File: config.mk
export PLATFORM = sky130hd
export DESIGN_NAME = audio_sample_player
export DESIGN_NICKNAME = d
export VERILOG_FILES = /design/src/rtl/audio_sample_player.sv
export SDC_FILE = /design/constraint.sdc
export NUM_CORES = 1
export LEC_CHECK = 0
export ABC_AREA = 1
export CORE_UTILIZATION = 45
export CTS_CLUSTER_SIZE = 25
export DETAILED_ROUTE_END_ITERATION = 7
export HOLD_SLACK_MARGIN = 0.05
export PLACE_DENSITY = 0.65
export RECOVER_POWER = 25
export SETUP_SLACK_MARGIN = 0.4
export SLEW_MARGIN = 20
export SYNTH_ARGS = -nofsm -noshare
export SYNTH_HDL_FRONTEND = slang
export SYNTH_SLANG_ARGS = --single-unit
File: constraint.sdc
create_clock -name clk -period 2.51 [get_ports clk]
set_input_delay 0.502 -clock clk [delete_from_list [all_inputs] [get_ports clk]]
set_output_delay 0.502 -clock clk [all_outputs]
set_load 0.02 [all_outputs]
File: src/rtl/audio_sample_player.sv
// audio_sample_player
//   Buffers 8-bit unsigned audio samples in a small FIFO, releases one
//   sample per SAMPLE_DIV clock cycles, and renders the current sample as
//   an 8-bit PWM waveform. A period is 256 clocks, and the duty cycle is
//   only ever updated on a period boundary.
//
// Ports
//   clk           system clock, rising edge
//   system_reset  asynchronous active-low reset
//   enable        releases sample pacing and the PWM counter
//   s_data        sample input (0x80 = mid-scale)
//   s_valid       s_data valid
//   s_ready       FIFO has room (combinational)
//   clr_underrun  synchronous clear of the sticky underrun flag
//   underrun      sticky: a sample tick found the FIFO empty
//   fifo_level    number of stored samples
//   PWM_out       registered PWM audio output
module audio_sample_player #(
  parameter int unsigned SAMPLE_DIV = 12500,
  parameter int unsigned FIFO_DEPTH = 16
) (
  input  logic                          clk,
  input  logic                          system_reset,
  input  logic                          enable,
  input  logic [7:0]                    s_data,
  input  logic                          s_valid,
  output logic                          s_ready,
  input  logic                          clr_underrun,
  output logic                          underrun,
  output logic [$clog2(FIFO_DEPTH):0]   fifo_level,
  output logic                          PWM_out
);

  localparam int unsigned AW = $clog2(FIFO_DEPTH);
  localparam int unsigned LW = AW + 1;
  localparam int unsigned CW = (SAMPLE_DIV > 1) ? $clog2(SAMPLE_DIV) : 1;
  localparam logic [CW-1:0] DIV_LAST = CW'(SAMPLE_DIV - 1);
  localparam logic [LW-1:0] LVL_FULL = LW'(FIFO_DEPTH);

  logic [7:0]    mem_q [FIFO_DEPTH];
  logic [AW-1:0] wr_ptr_q, wr_ptr_d;
  logic [AW-1:0] rd_ptr_q, rd_ptr_d;
  logic [LW-1:0] level_q, level_d;
  logic [CW-1:0] div_cnt_q, div_cnt_d;
  logic [7:0]    cur_sample_q, cur_sample_d;
  logic          underrun_q, underrun_d;
  logic [7:0]    pwm_cnt_q, pwm_cnt_d;
  logic [7:0]    duty_q, duty_d;
  logic          pwm_q, pwm_d;

  logic push, pop, tick, empty;

  always_comb begin
    s_ready    = (level_q < LVL_FULL);
    fifo_level = level_q;
    underrun   = underrun_q;
    PWM_out    = pwm_q;
  end

  always_comb begin
    empty = (level_q == '0);
    push  = s_valid & s_ready;
    tick  = enable & (div_cnt_q == DIV_LAST);
    pop   = tick & ~empty;

    div_cnt_d = '0;
    if (enable) begin
      div_cnt_d = tick ? '0 : div_cnt_q + 1'b1;
    end

    wr_ptr_d = push ? wr_ptr_q + 1'b1 : wr_ptr_q;
    rd_ptr_d = pop  ? rd_ptr_q + 1'b1 : rd_ptr_q;

    level_d = level_q;
    case ({push, pop})
      2'b10:   level_d = level_q + 1'b1;
      2'b01:   level_d = level_q - 1'b1;
      default: level_d = level_q;
    endcase

    // A push into an empty FIFO on a tick is not forwarded: the tick
    // underruns and the sample waits for the next tick.
    cur_sample_d = pop ? mem_q[rd_ptr_q] : cur_sample_q;

    // Setting on an empty tick takes priority over a coincident clear.
    underrun_d = underrun_q;
    if (tick & empty) begin
      underrun_d = 1'b1;
    end else if (clr_underrun) begin
      underrun_d = 1'b0;
    end

    pwm_cnt_d = enable ? pwm_cnt_q + 1'b1 : '0;
    duty_d    = (pwm_cnt_q == 8'hFF) ? cur_sample_q : duty_q;
    pwm_d     = enable & (pwm_cnt_q < duty_q);
  end

  always_ff @(posedge clk or negedge system_reset) begin
    if (!system_reset) begin
      mem_q <= '{default: '0};
    end else if (push) begin
      mem_q[wr_ptr_q] <= s_data;
    end
  end

  always_ff @(posedge clk or negedge system_reset) begin
    if (!system_reset) begin
      wr_ptr_q     <= '0;
      rd_ptr_q     <= '0;
      level_q      <= '0;
      div_cnt_q    <= '0;
      cur_sample_q <= 8'h80;
      underrun_q   <= 1'b0;
      pwm_cnt_q    <= '0;
      duty_q       <= 8'h80;
      pwm_q        <= 1'b0;
    end else begin
      wr_ptr_q     <= wr_ptr_d;
      rd_ptr_q     <= rd_ptr_d;
      level_q      <= level_d;
      div_cnt_q    <= div_cnt_d;
      cur_sample_q <= cur_sample_d;
      underrun_q   <= underrun_d;
      pwm_cnt_q    <= pwm_cnt_d;
      duty_q       <= duty_d;
      pwm_q        <= pwm_d;
    end
  end

endmodule

==> metrics.log, run 1 <==
INFO  metric status = finished, final reports clean
INFO  metric worst-endpoint-required = 2870 ps
INFO  metric worstHoldPathType = reg2reg
INFO  metric globalRouteOverflowTotal = 0
INFO  metric drtPass1Iterations = 5
INFO  metric setup-violations-final = 0
INFO  metric crit_path_end_kind = flip-flop
INFO  metric place_hpwl = 14.3 mm
INFO  metric crit_path_category = reg2reg
INFO  metric post-route-drc-count = 0
INFO  metric number_of_antenna_violations_at_the_first_check_in_global_routing = 0
INFO  metric route.detailed.wl_per_inst = 14.2 µm
INFO  metric power.switching = 3.31 mW
INFO  metric period_minus_slack = 2320 ps
INFO  metric cts_buffer_depth = 2
INFO  metric worst_hold_path.endpoint = duty_q[7]
INFO  metric timing.critical_path.arrival = 2680 ps
INFO  metric worstRegToRegCells = 16
INFO  metric n_fill_cell = 1,904
INFO  metric core.rowCount = 51
INFO  metric clock_sinks = 181
INFO  metric layout.cells.most_common_list = sky130_fd_sc_hd__nand2_1, sky130_fd_sc_hd__dfrtp_1, sky130_fd_sc_hd__inv_1
INFO  metric hold_start = duty_q[7]
INFO  metric gr-usage-all-layers = 22.5%
INFO  metric areaGrowthSynthToFinish = 14.6%
INFO  metric cts_root_buffer = sky130_fd_sc_hd__clkbuf_16
INFO  metric power.switching_fraction = 33.3%
INFO  metric avgViaCountPerCell = 4.98
INFO  metric core_area = 19,700 µm²
INFO  metric postSynthCellCount = 1,181
INFO  metric die_w = 144 µm
INFO  metric critical_path.reg2reg.startpoint = div_cnt_q[6]
INFO  metric ir_drop = 0.564 mV
INFO  metric die-area = 20,800 µm²
INFO  metric grt_max_degree = 68
INFO  metric synth_simple_gate_area_share = 27.9%
INFO  metric totalNegativeSetupSlack = 0 ps
INFO  metric postSynthNetCount = 1,211
INFO  metric final_layout_size_suffix_gt1_share = 10.7%
INFO  metric initial_utilization = 46.3%
INFO  metric max_cap_violations = 0
INFO  metric synth.distinct_cells = 33
INFO  metric cts_tree = done
INFO  metric fin_total_pwr = 9.92 mW
INFO  metric synthTopCellsByArea = sky130_fd_sc_hd__dfrtp_1, sky130_fd_sc_hd__nand2_1, sky130_fd_sc_hd__nand3_1
INFO  metric reg2reg_to = rd_ptr_q[0]
INFO  metric most_common_library_cell_in_the_layout_ignoring_fill_and_taps = sky130_fd_sc_hd__nand2_1
INFO  metric ys_seq_elements = 181
INFO  metric share_of_the_clock_period_used_by_the_worst_path_after_layout = 92.2%
INFO  metric max-slew-margin-rel = 28.7%
INFO  metric dr.first_iter.drc_count = 559
INFO  metric total_of_buffers_placed_on_input_and_output_ports = 20
INFO  metric final_net_count = 1,256
INFO  metric syn_area_per_cell = 7.70 µm²
INFO  metric synth_compound_area_share = 8.42%
INFO  metric yosys-mux-area-fraction = 0%
INFO  metric synth_top_cell_area_share = 49.3%
INFO  metric final_antenna_net_count = 0
INFO  metric seq_area_frac_synth = 49.9%
INFO  metric io_pins = 21
INFO  metric power.clock.fraction = 25.9%
INFO  metric finalClockSkew = 13.4 ps
INFO  metric height_of_the_chip = 144 µm
INFO  metric power_frac_seq = 44.6%
INFO  metric synthAdderAreaFrac = 2.34%
INFO  metric hold_viol_final = 0
INFO  metric r2r_slack = 190 ps
INFO  metric power.internal = 6.61 mW
INFO  metric leading_area_contributor_after_synthesis = sky130_fd_sc_hd__dfrtp_1
INFO  metric synth_top_family_by_area = simple AND/OR/NAND/NOR gates
INFO  metric critical_path.startpoint_type = flip-flop
INFO  metric cts_buffers = 17
INFO  metric crit_path_max_fanout = 5
INFO  metric h_tree_depth = 4
INFO  metric p_per_area = 953 nW/µm²
INFO  metric place_congestion = 0.876
INFO  metric clk_pin_slew = 60 ps
INFO  metric maxSlewViolCount = 0
INFO  metric maxClockFrequency = 0.432 GHz
INFO  metric antennaDiodeCount = 0
INFO  metric yosys_warnings = 0
INFO  metric grt_pass1_wl = 35.9 mm
INFO  metric synthesized_area_fraction_occupied_by_xor_and_xnor_cells = 1.35%
INFO  metric vias = 7,477
INFO  metric leakagePower = 5.08 nW
INFO  metric worst_skew_pair.late_latency = 430 ps
INFO  metric synthesis.area = 9090 µm²
INFO  metric unrepaired_setup_endpoints_after_global_routing = true
INFO  metric power.share.combinational = 29.5%
INFO  metric postRouteWirelength = 21.3 mm
INFO  metric min_delay_path_depth = 2
INFO  metric slew_at_the_pin_closest_to_its_max_slew_limit = 1070 ps
INFO  metric number_of_global_route_vias_before_repair = 6,957
worst max path at each step:
stage / to / slack [ps] / startpoint
2_1_floorplan: fifo_level[4] / 260 / fifo_level[1]
3_3_place_gp: fifo_level[4] / -100 / enable
3_5_place_dp: fifo_level[4] / -130 / enable
4_1_cts: fifo_level[4] / 280 / div_cnt_q[0]
5_1_grt: rd_ptr_q[0] / 60 / div_cnt_q[6]
6_report: rd_ptr_q[0] / 190 / div_cnt_q[6]
timing repair:
action,in CTS,in global routing
pin swaps,10,6
gates resized for setup,6,7
endpoints found under the hold margin,35,0
endpoints found under the setup margin,3,5
hold buffers,1,0
buffers inserted,13,4
state kept, by name (all words and copies together), names as in the netlist, 4 cells and up:
signal and cells:
wr_ptr_q 4, mem_q 128, cur_sample_q 8, fifo_level 5
duty_q 8, rd_ptr_q 4, pwm_cnt_q 8, div_cnt_q 14
final cells by class:
| cell class | instances | area (µm²) | area share (%) |
|---|---|---|---|
| inverters | 172 | 646 | 6.20 |
| multi-input cells | 774 | 3680 | 35.3 |
| clock buffers | 24 | 492 | 4.72 |
| clock inverters | 6 | 70.1 | 0.673 |
| well taps | 265 | 332 | 3.18 |
| repair buffers | 80 | 659 | 6.33 |
| flip-flops and latches | 181 | 4540 | 43.6 |
synth_stat cells:
| cell type | count |
|---|---|
| sky130_fd_sc_hd__buf_4 | 12 |
| sky130_fd_sc_hd__nand2b_1 | 1 |
| sky130_fd_sc_hd__a31oi_1 | 1 |
| sky130_fd_sc_hd__nor3_1 | 8 |
| sky130_fd_sc_hd__a211oi_1 | 1 |
| sky130_fd_sc_hd__nor3_2 | 1 |
| sky130_fd_sc_hd__buf_1 | 2 |
| sky130_fd_sc_hd__nor2_4 | 10 |
| sky130_fd_sc_hd__inv_2 | 13 |
| sky130_fd_sc_hd__nand4_1 | 5 |
| sky130_fd_sc_hd__clkbuf_1 | 21 |
| sky130_fd_sc_hd__nand2_1 | 381 |
| sky130_fd_sc_hd__or2_4 | 1 |
| sky130_fd_sc_hd__dfstp_2 | 2 |
| sky130_fd_sc_hd__o21ai_1 | 132 |
| sky130_fd_sc_hd__nor2_2 | 4 |
| sky130_fd_sc_hd__o21ai_0 | 9 |
| sky130_fd_sc_hd__a21oi_1 | 8 |
| sky130_fd_sc_hd__or2_1 | 2 |
| sky130_fd_sc_hd__buf_2 | 19 |
| sky130_fd_sc_hd__clkinv_1 | 4 |
| sky130_fd_sc_hd__nor2_1 | 33 |
| sky130_fd_sc_hd__xnor2_1 | 3 |
| sky130_fd_sc_hd__inv_1 | 155 |
| sky130_fd_sc_hd__nand3_1 | 137 |
| sky130_fd_sc_hd__nand2_2 | 4 |
| sky130_fd_sc_hd__xor2_1 | 11 |
| sky130_fd_sc_hd__ha_1 | 17 |
| sky130_fd_sc_hd__nor3b_1 | 1 |
| sky130_fd_sc_hd__nand3b_1 | 2 |
| sky130_fd_sc_hd__and3_1 | 1 |
| sky130_fd_sc_hd__o22ai_1 | 1 |
| sky130_fd_sc_hd__dfrtp_1 | 179 |
logic make-up (layout without fill, tap and decap cells):
kind of cell | Yosys count | count (layout)
and+or+nand+nor | 591 | 591
buffers and inverters | 226 | 282
xor gates and xnor gates | 14 | 14
DFF | 181 | 181
AOI/OAI and AO/OA | 152 | 152
adders and majority gates | 17 | 17
power groups by stage:
stage	registers (mW)	clock network (mW)	logic, mW
after detailed placement	4.47	0	2.85
final	4.42	2.57	2.93
after floorplan	4.41	0	2.13
after global placement	4.44	0	2.78
after CTS	4.43	2.63	2.93
after global routing	4.54	2.73	3.40
stage by stage:
stage               hold slack (ps)  instances  worst slack (ps)  cell area (µm²)  utilization (%)
floorplan                       206       1181               259             9130                -
global placement                441       1454             -96.5             9700             49.4
detailed placement              443       1454              -131             9700             49.4
CTS                             466       1498               283            10400             52.9
global route                    478       1502              58.0            10400             53.0
finish                          462       1502               195            10400             53.0
routing by layer:
layer / GRT usage [%] / vias to the layer above / part of all wire (%) / wire length, µm
li1: - / 3785 / - / -
met4: 5.10 / 0 / 1.1 / 237
met3: 4.34 / 16 / 4.6 / 988
met5: 0 / - / 0 / 0
met2: 35.1 / 165 / 45 / 9560
met1: 32.2 / 3511 / 49 / 10500
critical path: stages (launching register included):
cell and delay, ps:
sky130_fd_sc_hd__dfrtp_1 400, sky130_fd_sc_hd__nand2_2 100, sky130_fd_sc_hd__clkinv_1 70, sky130_fd_sc_hd__nand4_1 120, sky130_fd_sc_hd__nor3_2 290, sky130_fd_sc_hd__nand2_1 150, sky130_fd_sc_hd__buf_4 150, sky130_fd_sc_hd__buf_4 120
sky130_fd_sc_hd__buf_4 120, sky130_fd_sc_hd__buf_4 120, sky130_fd_sc_hd__buf_4 120, sky130_fd_sc_hd__buf_4 120, sky130_fd_sc_hd__buf_4 120, sky130_fd_sc_hd__buf_4 120, sky130_fd_sc_hd__nand2_1 50, sky130_fd_sc_hd__nand2_1 40
sky130_fd_sc_hd__inv_1 50
Note: power is estimated with default switching activity, not from simulation.
==> inputs of run 2 (changes only) <==
--- a/config.mk
+++ b/config.mk
@@ -11,7 +11,6 @@
 export DETAILED_ROUTE_END_ITERATION = 7
 export HOLD_SLACK_MARGIN = 0.05
 export PLACE_DENSITY = 0.65
-export RECOVER_POWER = 25
 export SETUP_SLACK_MARGIN = 0.4
 export SLEW_MARGIN = 20
 export SYNTH_ARGS = -nofsm -noshare
==> run 2 against run 1 <==
Via count down 0.78%. Clock-buffer cell count unchanged. Non-clock buffer count unchanged. Die area unchanged. Sequential share of layout area down 0.078 points. Power about the same. Maximum frequency about the same. Sequential power about the same. First-iteration DRC count down 5.7%. Utilization up 0.096 points. Critical path depth unchanged. Global-route usage unchanged. Largest power group unchanged.
==> metrics.log, run 2 (synthesis results as in run 1) <==
INFO  metric status = finished, final reports clean
INFO  metric core_area = 19,700 µm² (unchanged)
INFO  metric postRouteWirelength = 21.3 mm (about the same)
INFO  metric design_area = 10,400 µm² (+0.18%)
INFO  metric cts_buffers = 17 (unchanged)
INFO  metric areaGrowthSynthToFinish = 14.8%
INFO  metric globalRouteOverflowTotal = 0 (unchanged)
INFO  metric crit_path_max_fanout = 5 (unchanged)
INFO  metric ir_drop = 0.563 mV (-0.15%)
INFO  metric r2r_slack = 200 ps (about the same)
INFO  metric clock_sinks = 181 (unchanged)
INFO  metric route.detailed.wl_per_inst = 14.2 µm (about the same)
INFO  metric worstRegToRegCells = 16 (unchanged)
INFO  metric height_of_the_chip = 144 µm (unchanged)
INFO  metric n_fill_cell = 1,900 (-0.21%)
INFO  metric total_of_buffers_placed_on_input_and_output_ports = 20 (unchanged)
INFO  metric worst_path_largest_cell_delay = 400 ps (about the same)
INFO  metric die-area = 20,800 µm² (unchanged)
INFO  metric setup-violations-final = 0 (unchanged)
INFO  metric grt_pass1_wl = 35.9 mm (unchanged)
INFO  metric critical_path.startpoint_type = flip-flop
INFO  metric die_w = 144 µm (unchanged)
INFO  metric drtPass1Iterations = 5 (unchanged)
INFO  metric max-slew-margin-rel = 46.9% (+18 points)
INFO  metric hold_start = duty_q[7]
INFO  metric timing.final.ws_setup = 195 ps (+0.312 ps)
INFO  metric cts_buffer_depth = 2 (unchanged)
INFO  metric worstHoldPathType = reg2reg
INFO  metric post-place-ws = -131 ps (unchanged)
INFO  metric slew_at_the_pin_closest_to_its_max_slew_limit = 796 ps (-273 ps)
INFO  metric worst_hold_path.endpoint = duty_q[7]
INFO  metric number_of_global_route_vias_before_repair = 6,957 (unchanged)
INFO  metric regMostFlops = mem_q
INFO  metric gr-usage-all-layers = 22.5% (unchanged)
INFO  metric min_delay_path_depth = 2 (unchanged)
INFO  metric hold_viol_final = 0 (unchanged)
INFO  metric most_common_library_cell_in_the_layout_ignoring_fill_and_taps = sky130_fd_sc_hd__nand2_1
INFO  metric grt_max_degree = 68 (unchanged)
INFO  metric number_of_antenna_violations_at_the_first_check_in_global_routing = 0 (unchanged)
INFO  metric reg2reg_to = rd_ptr_q[0]
INFO  metric final_antenna_net_count = 0 (unchanged)
INFO  metric fin_total_pwr = 9.92 mW (about the same)
INFO  metric period_minus_slack = 2310 ps (-0.312 ps)
INFO  metric worst-endpoint-required = 2870 ps (about the same)
INFO  metric critical_path.slowest_cell = sky130_fd_sc_hd__dfrtp_1
INFO  metric postPlaceCellArea = 9700 µm² (unchanged)
INFO  metric path_common_cell = sky130_fd_sc_hd__buf_4
INFO  metric place_congestion = 0.876 (unchanged)
INFO  metric initial_utilization = 46.3% (unchanged)
INFO  metric maxSlewViolCount = 0 (unchanged)
INFO  metric p_per_area = 951 nW/µm² (-0.15%)
INFO  metric maxClockFrequency = 0.432 GHz (about the same)
INFO  metric max_cap_violations = 0 (unchanged)
INFO  metric timing.critical_path.arrival = 2680 ps (about the same)
INFO  metric h_tree_depth = 4 (unchanged)
INFO  metric largest_register_ff_count = 128 (unchanged)
INFO  metric unrepaired_setup_endpoints_after_global_routing = true
INFO  metric crit_path_end_kind = flip-flop
INFO  metric worst_skew_pair.late_latency = 430 ps (about the same)
INFO  metric final_layout_size_suffix_gt1_share = 11.2% (+0.49 points)
INFO  metric cts_root_buffer = sky130_fd_sc_hd__clkbuf_16
INFO  metric clk_pin_slew = 60 ps (about the same)
INFO  metric largest_delay_contributor_family_on_the_critical_path = buffers and inverters
INFO  metric dr.first_iter.drc_count = 527 (-5.7%)
INFO  metric vias = 7,419 (-0.78%)
INFO  metric crit_path_category = reg2reg
INFO  metric final_net_count = 1,256 (unchanged)
INFO  metric cts_tree = done
INFO  metric core.rowCount = 51 (unchanged)
INFO  metric layout.cells.most_common_list = sky130_fd_sc_hd__nand2_1, sky130_fd_sc_hd__dfrtp_1, sky130_fd_sc_hd__inv_1
INFO  metric largest_registers = mem_q x128, div_cnt_q x14
INFO  metric finalClockSkew = 12.3 ps (-1.18 ps)
INFO  metric io_pins = 21 (unchanged)
INFO  metric critical_path.reg2reg.startpoint = div_cnt_q[6]
INFO  metric cells_traversed_along_the_worst_timing_path = nand2_2 > clkinv_1 > nand4_1 > nor3_2 > nand2_1 > buf_4 > buf_4 > buf_4 > buf_4 > buf_4 > buf_4 > buf_4 > buf_4 > nand2_1 > nand2_1 > inv_1
INFO  metric share_of_the_clock_period_used_by_the_worst_path_after_layout = 92.2% (about the same)
INFO  metric avgViaCountPerCell = 4.94 (-0.78%)
INFO  metric leakagePower = 5.09 nW (about the same)
INFO  metric antennaDiodeCount = 0 (unchanged)
INFO  metric cp.buffers_inverters = 10 (unchanged)
INFO  metric totalNegativeSetupSlack = 0 ps (unchanged)
INFO  metric place_hpwl = 14.3 mm (unchanged)
INFO  metric post-route-drc-count = 0 (unchanged)
==> run 2: cell types whose count changed in the layout (fill, tap and decap cells not counted), sizes merged <==
cell,delta
buf,+3
clkbuf,-3
==> run 2: what timing repair did <==
| item | in CTS | in global routing |
|---|---|---|
| hold buffers | 1 | 0 |
| endpoints found under the setup margin | 3 | 5 |
| endpoints found under the hold margin | 35 | 0 |
| setup buffers | 13 | 4 |
| cloned | 0 | 0 |
| pin swaps | 10 | 6 |
| gates resized for setup | 6 | 7 |
==> run 2: routing by layer <==
| metal | global-route usage (%) | up-vias | routed length [µm] |
|---|---|---|---|
| li1 | - | 3787 | - |
| met1 | 32.2 | 3469 | 10500 |
| met2 | 35.1 | 146 | 9530 |
| met3 | 4.34 | 17 | 949 |
| met4 | 5.10 | 0 | 252 |
| met5 | 0 | - | 0 |
==> run 2: cell type report <==
type	instances	area (µm²)	area share [%]
clock buffer	24	492	4.71
clock inverter	6	70.1	0.672
inverter	172	646	6.19
multi-input combinational	774	3680	35.3
sequential	181	4540	43.5
tap	265	332	3.18
timing repair buffer	80	673	6.45
==> run 2: where the power goes <==
group	switching [mW]	internal (mW)
combinational	1.79	1.15
clock	1.10	1.47
sequential	0.420	4.00
==> run 2: worst max-delay path by stage <==
stage          depth (start not counted)       endpoint           from  slack [ps]
3_3_place_gp                          15  fifo_level[4]         enable        -100
2_1_floorplan                         17  fifo_level[4]  fifo_level[1]         260
3_5_place_dp                          15  fifo_level[4]         enable        -130
6_report                              16    rd_ptr_q[0]   div_cnt_q[6]         200
5_1_grt                               16    rd_ptr_q[0]   div_cnt_q[6]          60
4_1_cts                               15  fifo_level[4]   div_cnt_q[0]         280
==> run 2: worst register-to-register path: cells and delay by family, from the launching register on <==
| kind | cells | cell delay, ps |
|---|---|---|
| simple gates | 6 | 750 |
| flops | 1 | 400 |
| buf+inv | 10 | 1110 |
==> run 2: stage by stage <==
| stage | hold slack, ps | util [%] | cells |
|---|---|---|---|
| 3_3_place_gp | 441 | 49.4 | 1454 |
| 5_1_grt | 478 | 53.1 | 1502 |
| 4_1_cts | 466 | 52.9 | 1498 |
| 2_1_floorplan | 206 | - | 1181 |
| 6_report | 462 | 53.1 | 1502 |
| 3_5_place_dp | 443 | 49.4 | 1454 |
